<file path="src/rtl/ant_pkg.sv">
// Shared definitions for the instruction fetch unit: FSM state encoding and
// default address width / reset PC.
package ant_pkg;

    localparam int          XLEN_DEFAULT     = 32;
    localparam logic [31:0] RESET_PC_DEFAULT = 32'h0000_0000;

    typedef enum logic [1:0] {
        ST_BOOT,
        ST_FETCH,
        ST_STALL,
        ST_DRAIN
    } fetch_state_e;

endpackage

</file>
<file path="src/rtl/fetch_queue.sv">
// Registered FIFO for fetched instructions: push/pop in the same cycle are
// allowed even when full; flush empties it on the same edge.
module fetch_queue #(
    parameter int DEPTH = 2,
    parameter int WIDTH = 64,
    localparam int AW = (DEPTH > 1) ? $clog2(DEPTH) : 1,
    localparam int CW = $clog2(DEPTH) + 1
) (
    input  logic             clock,
    input  logic             reset_n,
    input  logic             flush,
    input  logic             push,
    input  logic [WIDTH-1:0] push_data,
    input  logic             pop,
    output logic [WIDTH-1:0] head_data,
    output logic [CW-1:0]    count,
    output logic             full,
    output logic             empty
);

    logic [DEPTH-1:0][WIDTH-1:0] mem_q, mem_d;
    logic [AW-1:0]               rd_q, rd_d, wr_q, wr_d;
    logic [CW-1:0]               cnt_q, cnt_d;
    logic                        do_push, do_pop;

    always_comb begin
        full      = (cnt_q == CW'(DEPTH));
        empty     = (cnt_q == '0);
        count     = cnt_q;
        head_data = mem_q[rd_q];
        do_pop    = pop && !empty;
        do_push   = push && (!full || do_pop);
        mem_d     = mem_q;
        rd_d      = rd_q;
        wr_d      = wr_q;
        cnt_d     = cnt_q;
        if (flush) begin
            rd_d  = '0;
            wr_d  = '0;
            cnt_d = '0;
        end else begin
            if (do_push) begin
                mem_d[wr_q] = push_data;
                wr_d        = wr_q + AW'(1);
            end
            if (do_pop) begin
                rd_d = rd_q + AW'(1);
            end
            cnt_d = cnt_q + CW'(do_push) - CW'(do_pop);
        end
    end

    always_ff @(posedge clock or negedge reset_n) begin
        if (!reset_n) begin
            mem_q <= '0;
            rd_q  <= '0;
            wr_q  <= '0;
            cnt_q <= '0;
        end else begin
            mem_q <= mem_d;
            rd_q  <= rd_d;
            wr_q  <= wr_d;
            cnt_q <= cnt_d;
        end
    end

endmodule

</file>
<file path="src/rtl/instruction_fetch.sv">
// Instruction fetch unit: issues word fetches, buffers in-order responses
// with their PC, and drops responses made stale by a redirect.
// Optional FETCH_PERF_EN adds perf_fetched / perf_stall counters.
module instruction_fetch
    import ant_pkg::*;
#(
    parameter int              XLEN     = XLEN_DEFAULT,
    parameter logic [XLEN-1:0] RESET_PC = XLEN'(RESET_PC_DEFAULT),
    parameter int              QDEPTH   = 2
) (
    input  logic            clock,
    input  logic            reset_n,
    output logic            imem_req_valid,
    input  logic            imem_req_ready,
    output logic [XLEN-1:0] imem_req_addr,
    input  logic            imem_rsp_valid,
    input  logic [XLEN-1:0] imem_rsp_data,
    input  logic            redirect_valid,
    input  logic [XLEN-1:0] redirect_pc,
    output logic            inst_valid,
    input  logic            inst_ready,
    output logic [XLEN-1:0] inst_data,
    output logic [XLEN-1:0] inst_pc
`ifdef FETCH_PERF_EN
    ,
    output logic [31:0]     perf_fetched,
    output logic [31:0]     perf_stall
`endif
);

    localparam int CW = $clog2(QDEPTH) + 1;

    fetch_state_e    state_q, state_d;
    logic [XLEN-1:0] pc_q, pc_d;
    logic [CW-1:0]   outst_q, outst_d, stale_q, stale_d;
    logic [CW-1:0]   q_count, occ_d;
    logic            q_full, q_empty;
    logic [2*XLEN-1:0] q_head;
    logic            pop_raw, req_hs, rsp_stale, push, pop;

    fetch_queue #(
        .DEPTH (QDEPTH),
        .WIDTH (2 * XLEN)
    ) u_queue (
        .clock     (clock),
        .reset_n   (reset_n),
        .flush     (redirect_valid),
        .push      (push),
        .push_data ({pc_of_rsp(), imem_rsp_data}),
        .pop       (pop),
        .head_data (q_head),
        .count     (q_count),
        .full      (q_full),
        .empty     (q_empty)
    );

    // PC of the oldest live request = current pc minus the live requests in flight.
    function automatic logic [XLEN-1:0] pc_of_rsp();
        return pc_q - (XLEN'(outst_q) << 2);
    endfunction

    always_comb begin
        inst_valid = !q_empty;
        inst_pc    = q_head[2*XLEN-1:XLEN];
        inst_data  = q_head[XLEN-1:0];
        pop_raw    = inst_valid && inst_ready;
        // In STALL the slot freed by this cycle's pop is reused at once,
        // which keeps a 1-cycle memory streaming one instruction per cycle.
        imem_req_valid = (state_q == ST_FETCH) || ((state_q == ST_STALL) && pop_raw);
        imem_req_addr  = pc_q;
        req_hs     = imem_req_valid && imem_req_ready;
        rsp_stale  = imem_rsp_valid && (stale_q != '0);
        pop        = pop_raw && !redirect_valid;
        push       = imem_rsp_valid && !rsp_stale && !redirect_valid && (!q_full || pop);

        state_d = state_q;
        pc_d    = pc_q;
        outst_d = outst_q;
        stale_d = stale_q;
        occ_d   = '0;
        if (redirect_valid) begin
            // Everything in flight, including this cycle's handshake, goes stale.
            pc_d    = {redirect_pc[XLEN-1:2], 2'b00};
            stale_d = stale_q + outst_q + CW'(req_hs) - CW'(imem_rsp_valid);
            outst_d = '0;
            state_d = ST_DRAIN;
        end else begin
            if (req_hs) pc_d = pc_q + XLEN'(4);
            if (rsp_stale) stale_d = stale_q - CW'(1);
            outst_d = outst_q + CW'(req_hs) - CW'(imem_rsp_valid && !rsp_stale);
            occ_d   = q_count + CW'(push) - CW'(pop);
            case (state_q)
                ST_BOOT:  state_d = ST_FETCH;
                ST_FETCH,
                ST_STALL: state_d = (outst_d + occ_d == CW'(QDEPTH)) ? ST_STALL : ST_FETCH;
                ST_DRAIN: state_d = (stale_d == '0) ? ST_FETCH : ST_DRAIN;
                default:  state_d = ST_BOOT;
            endcase
        end
    end

    always_ff @(posedge clock or negedge reset_n) begin
        if (!reset_n) begin
            state_q <= ST_BOOT;
            pc_q    <= RESET_PC;
            outst_q <= '0;
            stale_q <= '0;
        end else begin
            state_q <= state_d;
            pc_q    <= pc_d;
            outst_q <= outst_d;
            stale_q <= stale_d;
        end
    end

`ifdef FETCH_PERF_EN
    logic [31:0] perf_fetched_q, perf_fetched_d, perf_stall_q, perf_stall_d;

    always_comb begin
        perf_fetched_d = perf_fetched_q + 32'(pop);
        perf_stall_d   = perf_stall_q + 32'(!inst_valid && (state_q != ST_BOOT));
        perf_fetched   = perf_fetched_q;
        perf_stall     = perf_stall_q;
    end

    always_ff @(posedge clock or negedge reset_n) begin
        if (!reset_n) begin
            perf_fetched_q <= '0;
            perf_stall_q   <= '0;
        end else begin
            perf_fetched_q <= perf_fetched_d;
            perf_stall_q   <= perf_stall_d;
        end
    end
`endif

endmodule

</file>
<file path="config.mk">
export PLATFORM = sky130hd
export DESIGN_NAME = instruction_fetch
export DESIGN_NICKNAME = d
export VERILOG_FILES = /design/src/rtl/ant_pkg.sv /design/src/rtl/fetch_queue.sv /design/src/rtl/instruction_fetch.sv
export SDC_FILE = /design/constraint.sdc
export NUM_CORES = 1
export LEC_CHECK = 0
export CAP_MARGIN = 25
export CORE_AREA = 2 2 139 243
export CTS_BUF_LIST = sky130_fd_sc_hd__clkbuf_2 sky130_fd_sc_hd__clkbuf_4 sky130_fd_sc_hd__clkbuf_8
export DETAILED_ROUTE_END_ITERATION = 8
export DIE_AREA = 0 0 141 245
export MAX_ROUTING_LAYER = met4
export PLACE_DENSITY = 0.49
export SYNTH_ARGS = -nofsm -noshare
export SYNTH_HDL_FRONTEND = slang
export SYNTH_SLANG_ARGS = --single-unit
export TNS_END_PERCENT = 30
</file>
<file path="constraint.sdc">
create_clock -name clock -period 4.9 [get_ports clock]
set_clock_uncertainty 0.15 [all_clocks]
set_input_delay 0.49 -clock clock [delete_from_list [all_inputs] [get_ports clock]]
set_output_delay 0.49 -clock clock [all_outputs]
set_load 0.01 [all_outputs]
</file>
==> results of run 1 <==
routing by layer:
layer  part of all wire  vias up  global-route usage
li1                   -     2920                   -
met1               0.40     2889               0.150
met2               0.54      122               0.252
met3              0.034       31              0.0330
met4              0.029        0              0.0562
met5                  0        -                   -
cells in the final DEF (no fill, tap or decap), types with 4 or more instances in the layout:
cell             count
clkinv_2             4
clkdlybuf4s50_1    159
nand2_1             74
nor2b_1              7
and3_1               5
nand3_1             14
xor2_1              28
nand4_1             11
ha_1                14
o21ai_1              6
buf_4                9
dfrtp_1            163
o21ai_0             57
clkbuf_8            20
conb_1               4
and4_1               6
inv_1               20
nor2_1              54
a21oi_1             30
or3_1                4
nor4_1               9
mux2_2             128
xnor2_1             37
nor3_1               5
what timing repair did:
| action | 4_1_cts | 5_1_grt |
|---|---|---|
| hold endpoints to repair | 77 | 0 |
| hold buffers | 1 | 0 |
| buffers inserted | 0 | 0 |
critical path, cell delays in order, from the launching register on:
cell and delay, ns:
dfrtp_1 0.40, inv_1 0.08, ha_1 0.22, o211a_1 0.15, o21ai_1 0.33, ha_1 0.31, inv_1 0.05, ha_1 0.21
inv_1 0.07, ha_1 0.23, fa_1 0.38, xor2_1 0.16, xnor2_1 0.14, xnor2_1 0.21, nand2_1 0.08, a2111o_1 0.40
final cells by class:
class | instances | share of cell area
Clock buffer | 21 | 0.0263
Clock inverter | 11 | 0.00956
Inverter | 20 | 0.00699
Multi-Input combinational cell | 534 | 0.369
Sequential cell | 164 | 0.382
Tap cell | 405 | 0.0472
Timing Repair Buffer | 172 | 0.159
per-stage QoR:
step                total power [mW]  worst slack (ns)  instance area (um2)   util  std cells
floorplan                       3.43              1.52                 8390      -        775
global placement                4.49             0.923                10300  0.316       1294
detailed placement              4.53             0.868                10300  0.316       1294
CTS                             5.55              1.19                10700  0.328       1327
global route                    5.84             0.914                10700  0.328       1327
finish                          5.43              1.22                10700  0.328       1327
logic make-up after synthesis:
family                   after synthesis
AO/OA/AOI/OAI                        107
XOR/XNOR                              65
adder cells (fa/ha/maj)               17
buffers and inverters                 77
flip-flops                           164
multiplexers                         129
other                                  1
AND/OR/NAND/NOR                      212
sequential cells by signal, indices dropped and copies added (netlist names):
signal,count
outst_q,2
state_q,2
u_queue.wr_q,1
u_queue.rd_q,1
imem_req_addr,30
stale_q,2
u_queue.mem_q,124
u_queue.count,2
power groups by stage:
stage	clock (mW)	sequential [mW]	combinational [mW]
finish	0.986	2.16	2.28
global route	1.08	2.24	2.52
CTS	1.04	2.17	2.35
detailed placement	0	2.19	2.33
global placement	0	2.18	2.31
floorplan	0	2.07	1.35
worst min-delay path by stage:
stage / from / to / slack [ns] / depth (start not counted)
finish: redirect_valid / u_queue.count[1] / 0.29 / 2
global route: redirect_valid / u_queue.rd_q / 0.30 / 2
CTS: redirect_valid / outst_q[0] / 0.25 / 2
detailed placement: u_queue.mem_q[47] / u_queue.mem_q[47] / 0.32 / 2
global placement: u_queue.mem_q[59] / u_queue.mem_q[59] / 0.31 / 2
floorplan: reset_n / imem_req_addr[10] / 0.04 / 0
==> flow_metrics.env, run 1 <==
export IMPL_end_kind="flip-flop"
export IMPL_drt_iter0_markers=237
export IMPL_seq_area_frac_synth=0.490
export IMPL_grt_antenna_before_repair=0
export IMPL_dieWidth_um=141
export IMPL_maxSlewHeadroom=0.294
export IMPL_reg2reg_depth=15
export IMPL_hold_viol=0
export IMPL_synthAdderAreaFrac=0.0281
export IMPL_required_ns=5.14
export IMPL_synth_compound_area_frac=0.0693
export IMPL_regArea_um2=4110
export IMPL_async_reset_ff_frac=1.00
export IMPL_synth_most_common_cell="dfrtp_1"
export IMPL_first_global_vias=6431
export IMPL_coreArea_um2=32700
export IMPL_internal_power_mw=3.60
export IMPL_area_growth_pct=28.2
export IMPL_worst_skew_pair_late_latency_ns=0.50
export IMPL_vias=5962
export IMPL_antenna_left=0
export IMPL_multi_input_area_um2=3960
export IMPL_power_clock_fraction=0.182
export IMPL_synth_mux_area_frac=0.173
export IMPL_drt_wirelength_per_cell_um=17.1
export IMPL_vias_per_cell=4.49
export IMPL_synth_edff_count=0
export IMPL_ys_top_cells_by_area="dfrtp_1 (49%), mux2_2 (17%), xnor2_1 (3.9%)"
export IMPL_overflow=0
export IMPL_seqPwrFrac=0.398
export IMPL_final_nets=996
export IMPL_maxSlewViolCount=0
export IMPL_timing_critical_path_to="state_q[0]"
export IMPL_leakagePower_nw=4.44
export IMPL_dieHeight_um=245
export IMPL_cts_tree="yes"
export IMPL_irDropWorstVdd_v=0.000203
export IMPL_clock_root_buffer="clkbuf_8"
export IMPL_drcViolationCount=0
export IMPL_critPathKind="flip-flop to flip-flop"
export IMPL_fillers=3358
export IMPL_yosys_area_top_type="dfrtp_1"
export IMPL_num_antenna_cells=0
export IMPL_r2r_slack_ns=1.22
export IMPL_syn_area_um2=8380
export IMPL_track_usage=0.141
export IMPL_synth_cell_types=50
export IMPL_grt_pass1_wl_mm=36.2
export IMPL_clockBufferDepth=2
export IMPL_finalSetupTns_ns=0
export IMPL_crit_start="state_q[0]"
export IMPL_post_cts_resized=0
export IMPL_cts_max_level=4
export IMPL_synthTopCellsByCount="dfrtp_1 (164), mux2_2 (128), nand2_1 (74)"
export IMPL_max_clock_freq_mhz=272
export IMPL_place_congestion=0.761
export IMPL_power_density_nw_per_um2=505
export IMPL_dr_pass1_iters=4
export IMPL_ys_ff_latch=164
export IMPL_path_clk_slew_ns=0.10
export IMPL_min_period_over_period=0.751
export IMPL_setup_viol=0
export IMPL_synth_xor_xnor_area_share=0.0680
export IMPL_rows=88
export IMPL_io_pins=168
export IMPL_cts_buffers=17
export IMPL_worst_pin_slew_ns=1.06
export IMPL_yosysTopAreaCellShare=0.490
export IMPL_drv_cap=0
export IMPL_dp_hpwl_mm=16.5
export IMPL_whs_ns=0.289
export IMPL_drive_gt1_frac=0.200
export IMPL_clock_sinks=164
export IMPL_avgSynthCellArea_um2=10.8
export IMPL_die_area_um2=34500
export IMPL_outcome="finished clean"
export IMPL_p_sw_mw=1.82
export IMPL_yosys_area_share_simple=0.131
export IMPL_initial_core_util=0.256
export IMPL_yosysWarnings=0
export IMPL_hold_class="input port to flip-flop"
export IMPL_synth_flop_cell="dfrtp_1"
export IMPL_reg2reg_to="state_q[0]"
export IMPL_comb_power_share=0.420
export IMPL_startpoint_type="flip-flop"
export IMPL_p_sw_frac=0.336
export IMPL_cp_data_arrival_time_ns=3.92
export IMPL_rsz0062_at_grt="false"
export IMPL_netlist_instances=772
export IMPL_period_needed_ns=3.68
export IMPL_portBuffers=161
export IMPL_cp_max_fo=5
export IMPL_grt_max_degree=80
export IMPL_totalWireLength_mm=22.7
export IMPL_synth_top_family_by_area="multiplexers"
export IMPL_r2r_start="state_q[0]"
(Power assumes the default switching activity.)
==> inputs of run 2 (changes only) <==
==> constraint.sdc (replaced) <==
create_clock -name clock -period 3.8 [get_ports clock]
set_clock_uncertainty 0.15 [all_clocks]
set_input_delay 0.38 -clock clock [delete_from_list [all_inputs] [get_ports clock]]
set_output_delay 0.38 -clock clock [all_outputs]
set_load 0.01 [all_outputs]
==> run 2 against run 1 <==
Die area unchanged. Sequential cell count unchanged. Register-to-register slack worse by 0.92 ns. Worst hold slack better by 0.0014 ns. Wire length up 2.0%. Cell count up 0.90%. Critical path depth unchanged. Setup slack worse by 0.92 ns. Combinational power up 31%. Core utilization up 0.45 points. Power up 31%. Largest cell class unchanged. Sequential share of layout area down 0.52 points.
==> flow_metrics.env, run 2 (synthesized netlist as in run 1, its figures left out) <==
export IMPL_drt_iter0_markers=251
export IMPL_clock_root_buffer="clkbuf_8"
export IMPL_r2r_start="state_q[0]"
export IMPL_path_clk_slew_ns=0.10
export IMPL_dieHeight_um=245
export IMPL_maxSlewHeadroom=0.462
export IMPL_critPathBufInv=3
export IMPL_outcome="finished clean"
export IMPL_cts_tree="yes"
export IMPL_area_growth_pct=29.9
export IMPL_dp_hpwl_mm=16.9
export IMPL_grt_max_degree=72
export IMPL_fin_util=0.333
export IMPL_cts_hold_buf=2
export IMPL_drcViolationCount=0
export IMPL_track_usage=0.145
export IMPL_worst_path_max_delay_cell="dfrtp_1"
export IMPL_critPathKind="flip-flop to flip-flop"
export IMPL_dr_pass1_iters=4
export IMPL_hold_class="input port to flip-flop"
export IMPL_rows=88
export IMPL_initial_core_util=0.256
export IMPL_cts_setup_buffers=0
export IMPL_first_global_vias=6477
export IMPL_worst_pin_slew_ns=0.805
export IMPL_power_mw=7.10
export IMPL_grt_pass1_wl_mm=37.0
export IMPL_place_congestion=0.781
export IMPL_hold_viol=0
export IMPL_irDropWorstVdd_v=0.000234
export IMPL_worstHoldStart="redirect_pc[19]"
export IMPL_end_kind="flip-flop"
export IMPL_num_antenna_cells=0
export IMPL_power_density_nw_per_um2=652
export IMPL_drive_gt1_frac=0.209
export IMPL_coreArea_um2=32700
export IMPL_cts_max_level=4
export IMPL_drv_cap=0
export IMPL_portBuffers=161
export IMPL_io_pins=168
export IMPL_die_area_um2=34500
export IMPL_max_clock_freq_mhz=286
export IMPL_worst_skew_pair_late_latency_ns=0.49
export IMPL_final_cell_mix="dfrtp_1 (163), clkdlybuf4s50_1 (159), mux2_2 (128)"
export IMPL_regMostFlops="u_queue.mem_q"
export IMPL_path_delay_family="adder cells"
export IMPL_crit_start="state_q[0]"
export IMPL_cp_data_arrival_time_ns=3.72
export IMPL_maxSlewViolCount=0
export IMPL_rsz0062_at_grt="false"
export IMPL_grt_antenna_before_repair=0
export IMPL_clock_sinks=164
export IMPL_r2r_slack_ns=0.30
export IMPL_leakagePower_nw=4.51
export IMPL_finalSetupTns_ns=0
export IMPL_overflow=0
export IMPL_max_stage_delay_ns=0.41
export IMPL_antenna_left=0
export IMPL_cp_max_fo=3
export IMPL_final_nets=1008
export IMPL_startpoint_type="flip-flop"
export IMPL_period_needed_ns=3.50
export IMPL_required_ns=4.02
export IMPL_largest_register_ffs=124
export IMPL_vias_per_cell=4.58
export IMPL_crit_chain="inv_1 -> ha_1 -> o211a_1 -> o21ai_1 -> ha_1 -> inv_1 -> ha_1 -> inv_1 -> ha_1 -> fa_1 -> xor2_1 -> xnor2_1 -> xnor2_1 -> nand2_1 -> a2111o_1"
export IMPL_totalWireLength_mm=23.2
export IMPL_setup_viol=0
export IMPL_dieWidth_um=141
export IMPL_min_period_over_period=0.921
export IMPL_post_cts_resized=0
export IMPL_drt_wirelength_per_cell_um=17.3
export IMPL_crit_top_cell="ha_1"
export IMPL_fillers=3353
export IMPL_cts_buffers=17
export IMPL_vias=6127
export IMPL_layout_commonest_cell="dfrtp_1"
export IMPL_clockBufferDepth=2
[run 2: cell types whose count changed in the layout (fill, tap and decap cells not counted), sizes merged]
| cell | delta |
|---|---|
| buf | +11 |
| bufinv | +1 |
| clkinv | -4 |
| dlygate4sd3 | +1 |
| clkinvlp | +2 |
| inv | +1 |
[run 2: worst min-delay path: cells and delay by family]
kind | cells | cell delay [ns]
buf+inv | 1 | 0.39
compound gates | 1 | 0.07
simple gates | 1 | 0.06
[run 2: routing by layer]
metal	routed length, um	GRT usage	vias up
met1	9430	0.161	3009
met4	488	0.0497	0
li1	-	-	2951
met5	0	-	-
met2	12600	0.256	142
met3	718	0.0304	25
[run 2: through the flow]
step	setup WS [ns]	hold slack, ns	area (um2)	instances
after floorplan	0.419	-0.0656	8390	775
after global placement	0.150	0.307	10500	1305
after detailed placement	0.105	0.316	10500	1305
after CTS	0.284	0.232	10900	1339
after global routing	0.0241	0.252	10900	1339
final	0.300	0.291	10900	1339
[run 2: power by group]
part,internal [mW],switching [mW]
sequential,2.38,0.408
combinational,1.72,1.27
clock,0.635,0.692
total,4.73,2.37
[run 2: cell type report]
cell class,instances,area [um2],share of cell area
clock buffers,21,277,0.0254
clock inverters,11,126,0.0116
inverters,20,75.1,0.00690
multi-input cells,534,3960,0.364
flip-flops and latches,164,4110,0.377
well taps,405,507,0.0466
repair buffers,184,1840,0.169
[run 2: final timing paths]
path,depth (start not counted),to
max,15,state_q[0]
min,3,imem_req_addr[19]
max reg2reg,15,state_q[0]
min reg2reg,2,u_queue.mem_q[58]
max in group asynchronous,3,u_queue.mem_q[75]
min in group asynchronous,2,imem_req_addr[10]
==> inputs of run 3 (changes only) <==
--- a/config.mk
+++ b/config.mk
@@ -6,13 +6,14 @@
 export NUM_CORES = 1
 export LEC_CHECK = 0
 export CAP_MARGIN = 25
-export CORE_AREA = 2 2 139 243
+export CORE_AREA = 2 2 105 182
 export CTS_BUF_LIST = sky130_fd_sc_hd__clkbuf_2 sky130_fd_sc_hd__clkbuf_4 sky130_fd_sc_hd__clkbuf_8
 export DETAILED_ROUTE_END_ITERATION = 8
-export DIE_AREA = 0 0 141 245
+export DIE_AREA = 0 0 107 184
 export MAX_ROUTING_LAYER = met4
-export PLACE_DENSITY = 0.49
+export PLACE_DENSITY = 0.79
 export SYNTH_ARGS = -nofsm -noshare
 export SYNTH_HDL_FRONTEND = slang
+export SYNTH_HIERARCHICAL = 1
 export SYNTH_SLANG_ARGS = --single-unit
 export TNS_END_PERCENT = 30
==> run 3 against run 2 <==
Clock-buffer cell count grew 1. Fmax rose by 14%. Critical path depth shrank 2. Sequential share of layout area fell by 0.17 points. Area after synthesis grew 6.6%. Core utilization up 28 points. Cell count is 17% lower. Largest power group is now sequential cells.
==> flow_metrics.env, run 3 <==
export IMPL_track_usage=0.212
export IMPL_leakagePower_nw=4.90
export IMPL_die_area_um2=19700
export IMPL_seqPwrFrac=0.402
export IMPL_syn_area_um2=8930
export IMPL_cp_max_fo=4
export IMPL_clock_sinks=168
export IMPL_largest_register_ffs=128
export IMPL_cp_data_arrival_time_ns=3.24
export IMPL_avgSynthCellArea_um2=12.5
export IMPL_area_growth_pct=25.4
export IMPL_rsz0062_at_grt="false"
export IMPL_power_density_nw_per_um2=608
export IMPL_hold_viol=0
export IMPL_drt_wirelength_per_cell_um=17.6
export IMPL_portBuffers=163
export IMPL_drv_cap=0
export IMPL_seq_area_frac_synth=0.471
export IMPL_maxSlewHeadroom=0.433
export IMPL_ys_ff_latch=168
export IMPL_worst_path_max_delay_cell="dfrtp_1"
export IMPL_hold_class="input port to flip-flop"
export IMPL_crit_top_cell="ha_1"
export IMPL_internal_power_mw=4.84
export IMPL_initial_core_util=0.492
export IMPL_cts_tree="yes"
export IMPL_setup_viol=0
export IMPL_max_stage_delay_ns=0.39
export IMPL_async_reset_ff_frac=1.00
export IMPL_max_clock_freq_mhz=327
export IMPL_ys_top_cells_by_area="dfrtp_1 (47%), mux2_2 (17%), mux2_4 (10%)"
export IMPL_path_delay_family="adder cells"
export IMPL_final_nets=954
export IMPL_io_pins=168
export IMPL_final_area_um2=11200
export IMPL_place_area_um2=10700
export IMPL_drive_gt1_frac=0.288
export IMPL_power_clock_fraction=0.211
export IMPL_drcViolationCount=0
export IMPL_grt_pass1_wl_mm=31.7
export IMPL_outcome="finished clean"
export IMPL_antenna_left=0
export IMPL_dieHeight_um=184
export IMPL_whs_ns=0.338
export IMPL_netlist_instances=713
export IMPL_vias=5930
export IMPL_period_needed_ns=3.06
export IMPL_overflow=0
export IMPL_clockBufferDepth=2
export IMPL_worst_skew_pair_late_latency_ns=0.44
export IMPL_fin_util=0.618
export IMPL_yosysWarnings=6
export IMPL_first_global_vias=6246
export IMPL_irDropWorstVdd_v=0.000303
export IMPL_critPathKind="flip-flop to flip-flop"
export IMPL_grt_antenna_before_repair=0
export IMPL_cts_buffers=17
export IMPL_synthTopCellsByCount="dfrtp_1 (168), mux2_2 (132), mux2_4 (60)"
export IMPL_min_period_over_period=0.804
export IMPL_yosysTopAreaCellShare=0.471
export IMPL_synth_flop_cell="dfrtp_1"
export IMPL_dr_pass1_iters=4
export IMPL_coreArea_um2=18100
export IMPL_dieWidth_um=107
export IMPL_critPathBufInv=2
export IMPL_drt_iter0_markers=201
export IMPL_place_congestion=0.813
export IMPL_maxSlewViolCount=0
export IMPL_final_cell_mix="dfrtp_1 (167), clkdlybuf4s50_1 (161), mux2_2 (132)"
export IMPL_required_ns=3.98
export IMPL_crit_chain="inv_1 -> ha_1 -> and3b_2 -> o21ai_0 -> ha_1 -> inv_1 -> ha_1 -> fa_1 -> xnor3_1 -> xnor2_1 -> nor2_1 -> a22oi_1 -> o21bai_1"
export IMPL_grt_max_degree=95
export IMPL_p_sw_frac=0.288
export IMPL_cts_max_level=4
export IMPL_synth_most_common_cell="dfrtp_1"
export IMPL_synth_edff_count=0
export IMPL_clock_root_buffer="clkbuf_8"
export IMPL_totalWireLength_mm=19.6
export IMPL_finalSetupTns_ns=0
export IMPL_yosys_area_top_type="dfrtp_1"
export IMPL_vias_per_cell=5.33
export IMPL_comb_power_share=0.387
export IMPL_path_clk_slew_ns=0.08
export IMPL_rows=65
export IMPL_regMostFlops="u_queue/mem_q"
export IMPL_fillers=1478
export IMPL_p_sw_mw=1.96
export IMPL_cts_setup_buffers=0
export IMPL_layout_commonest_cell="dfrtp_1"
export IMPL_post_cts_resized=0
export IMPL_synth_cell_types=54
export IMPL_worst_pin_slew_ns=0.851
export IMPL_dp_hpwl_mm=14.0
export IMPL_end_kind="flip-flop"
export IMPL_startpoint_type="flip-flop"
export IMPL_num_antenna_cells=0
## run 3: cell types whose count changed in the layout (fill, tap and decap cells not counted), moves of 5 or more
cell     change
mux2_4      +60
nor2_1      -32
a21oi_1     -30
buf_4        -7
o21ai_1      -6
nand2_1     -27
xnor2_1      -7
o21ai_0     -25
nor3_1      +10
nand3_1      -5
## run 3: power groups by stage
stage | Clock [mW] | Combinational, mW | Sequential, mW
6_report | 1.44 | 2.63 | 2.74
2_1_floorplan | 0 | 1.59 | 2.64
4_1_cts | 1.48 | 2.67 | 2.74
5_1_grt | 1.56 | 2.84 | 2.82
3_3_place_gp | 0 | 2.60 | 2.73
3_5_place_dp | 0 | 2.65 | 2.77
## run 3: cell type report
type | instances | area [um2] | share of cell area
clock buffer | 22 | 278 | 0.0248
tap | 234 | 293 | 0.0261
inverter | 21 | 78.8 | 0.00704
multi-input combinational | 480 | 4370 | 0.390
sequential | 168 | 4210 | 0.375
clock inverter | 9 | 173 | 0.0154
timing repair buffer | 179 | 1800 | 0.161
## run 3: cell families (layout without fill, tap and decap cells)
logic type,Yosys count,after routing,share of synthesized area
AOI/OAI and AO/OA,44,44,0.0294
xor gates and xnor gates,63,63,0.0649
adders and majority gates,17,17,0.0263
buffers and inverters,70,231,0.0437
DFF,168,168,0.471
muxes,197,197,0.274
other,1,6,0.000420
and+or+nand+nor,153,153,0.0908
## run 3: routing by layer
| metal | global-route usage | wire [um] |
|---|---|---|
| met1 | 0.237 | 7830 |
| met2 | 0.375 | 10600 |
| met3 | 0.0333 | 615 |
| met4 | 0.0878 | 603 |
| met5 | - | 0 |
## run 3: what timing repair did
action,4_1_cts,5_1_grt
hold buffers,2,0
hold endpoints to repair,92,0
endpoints found under the setup margin,0,0
## run 3: through the flow
| stage | power [mW] | setup WS, ns | std cells |
|---|---|---|---|
| 4_1_cts | 6.90 | 0.722 | 1112 |
| 3_5_place_dp | 5.42 | 0.543 | 1079 |
| 3_3_place_gp | 5.34 | 0.579 | 1079 |
| 2_1_floorplan | 4.23 | 0.815 | 718 |
| 6_report | 6.81 | 0.743 | 1113 |
| 5_1_grt | 7.22 | 0.530 | 1113 |
## run 3: worst register-to-register path: cells and delay by family, from the launching register on
family	cells	cell delay, ns
DFF	1	0.39
AOI/OAI and AO/OA	3	0.50
adders and majority gates	4	1.11
xor gates and xnor gates	2	0.38
buffers and inverters	2	0.13
and+or+nand+nor	2	0.29
## run 3: path summary, 6_finish.rpt
kind                                   start           endpoint  slack (ns)  depth (start not counted)
max                               state_q[0]         state_q[1]        0.74                         13
min                           redirect_pc[2]   imem_req_addr[2]        0.34                          3
max reg2reg                       state_q[0]         state_q[1]        0.74                         13
min reg2reg                u_queue/mem_q[66]  u_queue/mem_q[66]        0.34                          1
max in group asynchronous            reset_n  u_queue/mem_q[93]        2.19                          3
min in group asynchronous            reset_n  imem_req_addr[27]        0.45                          2
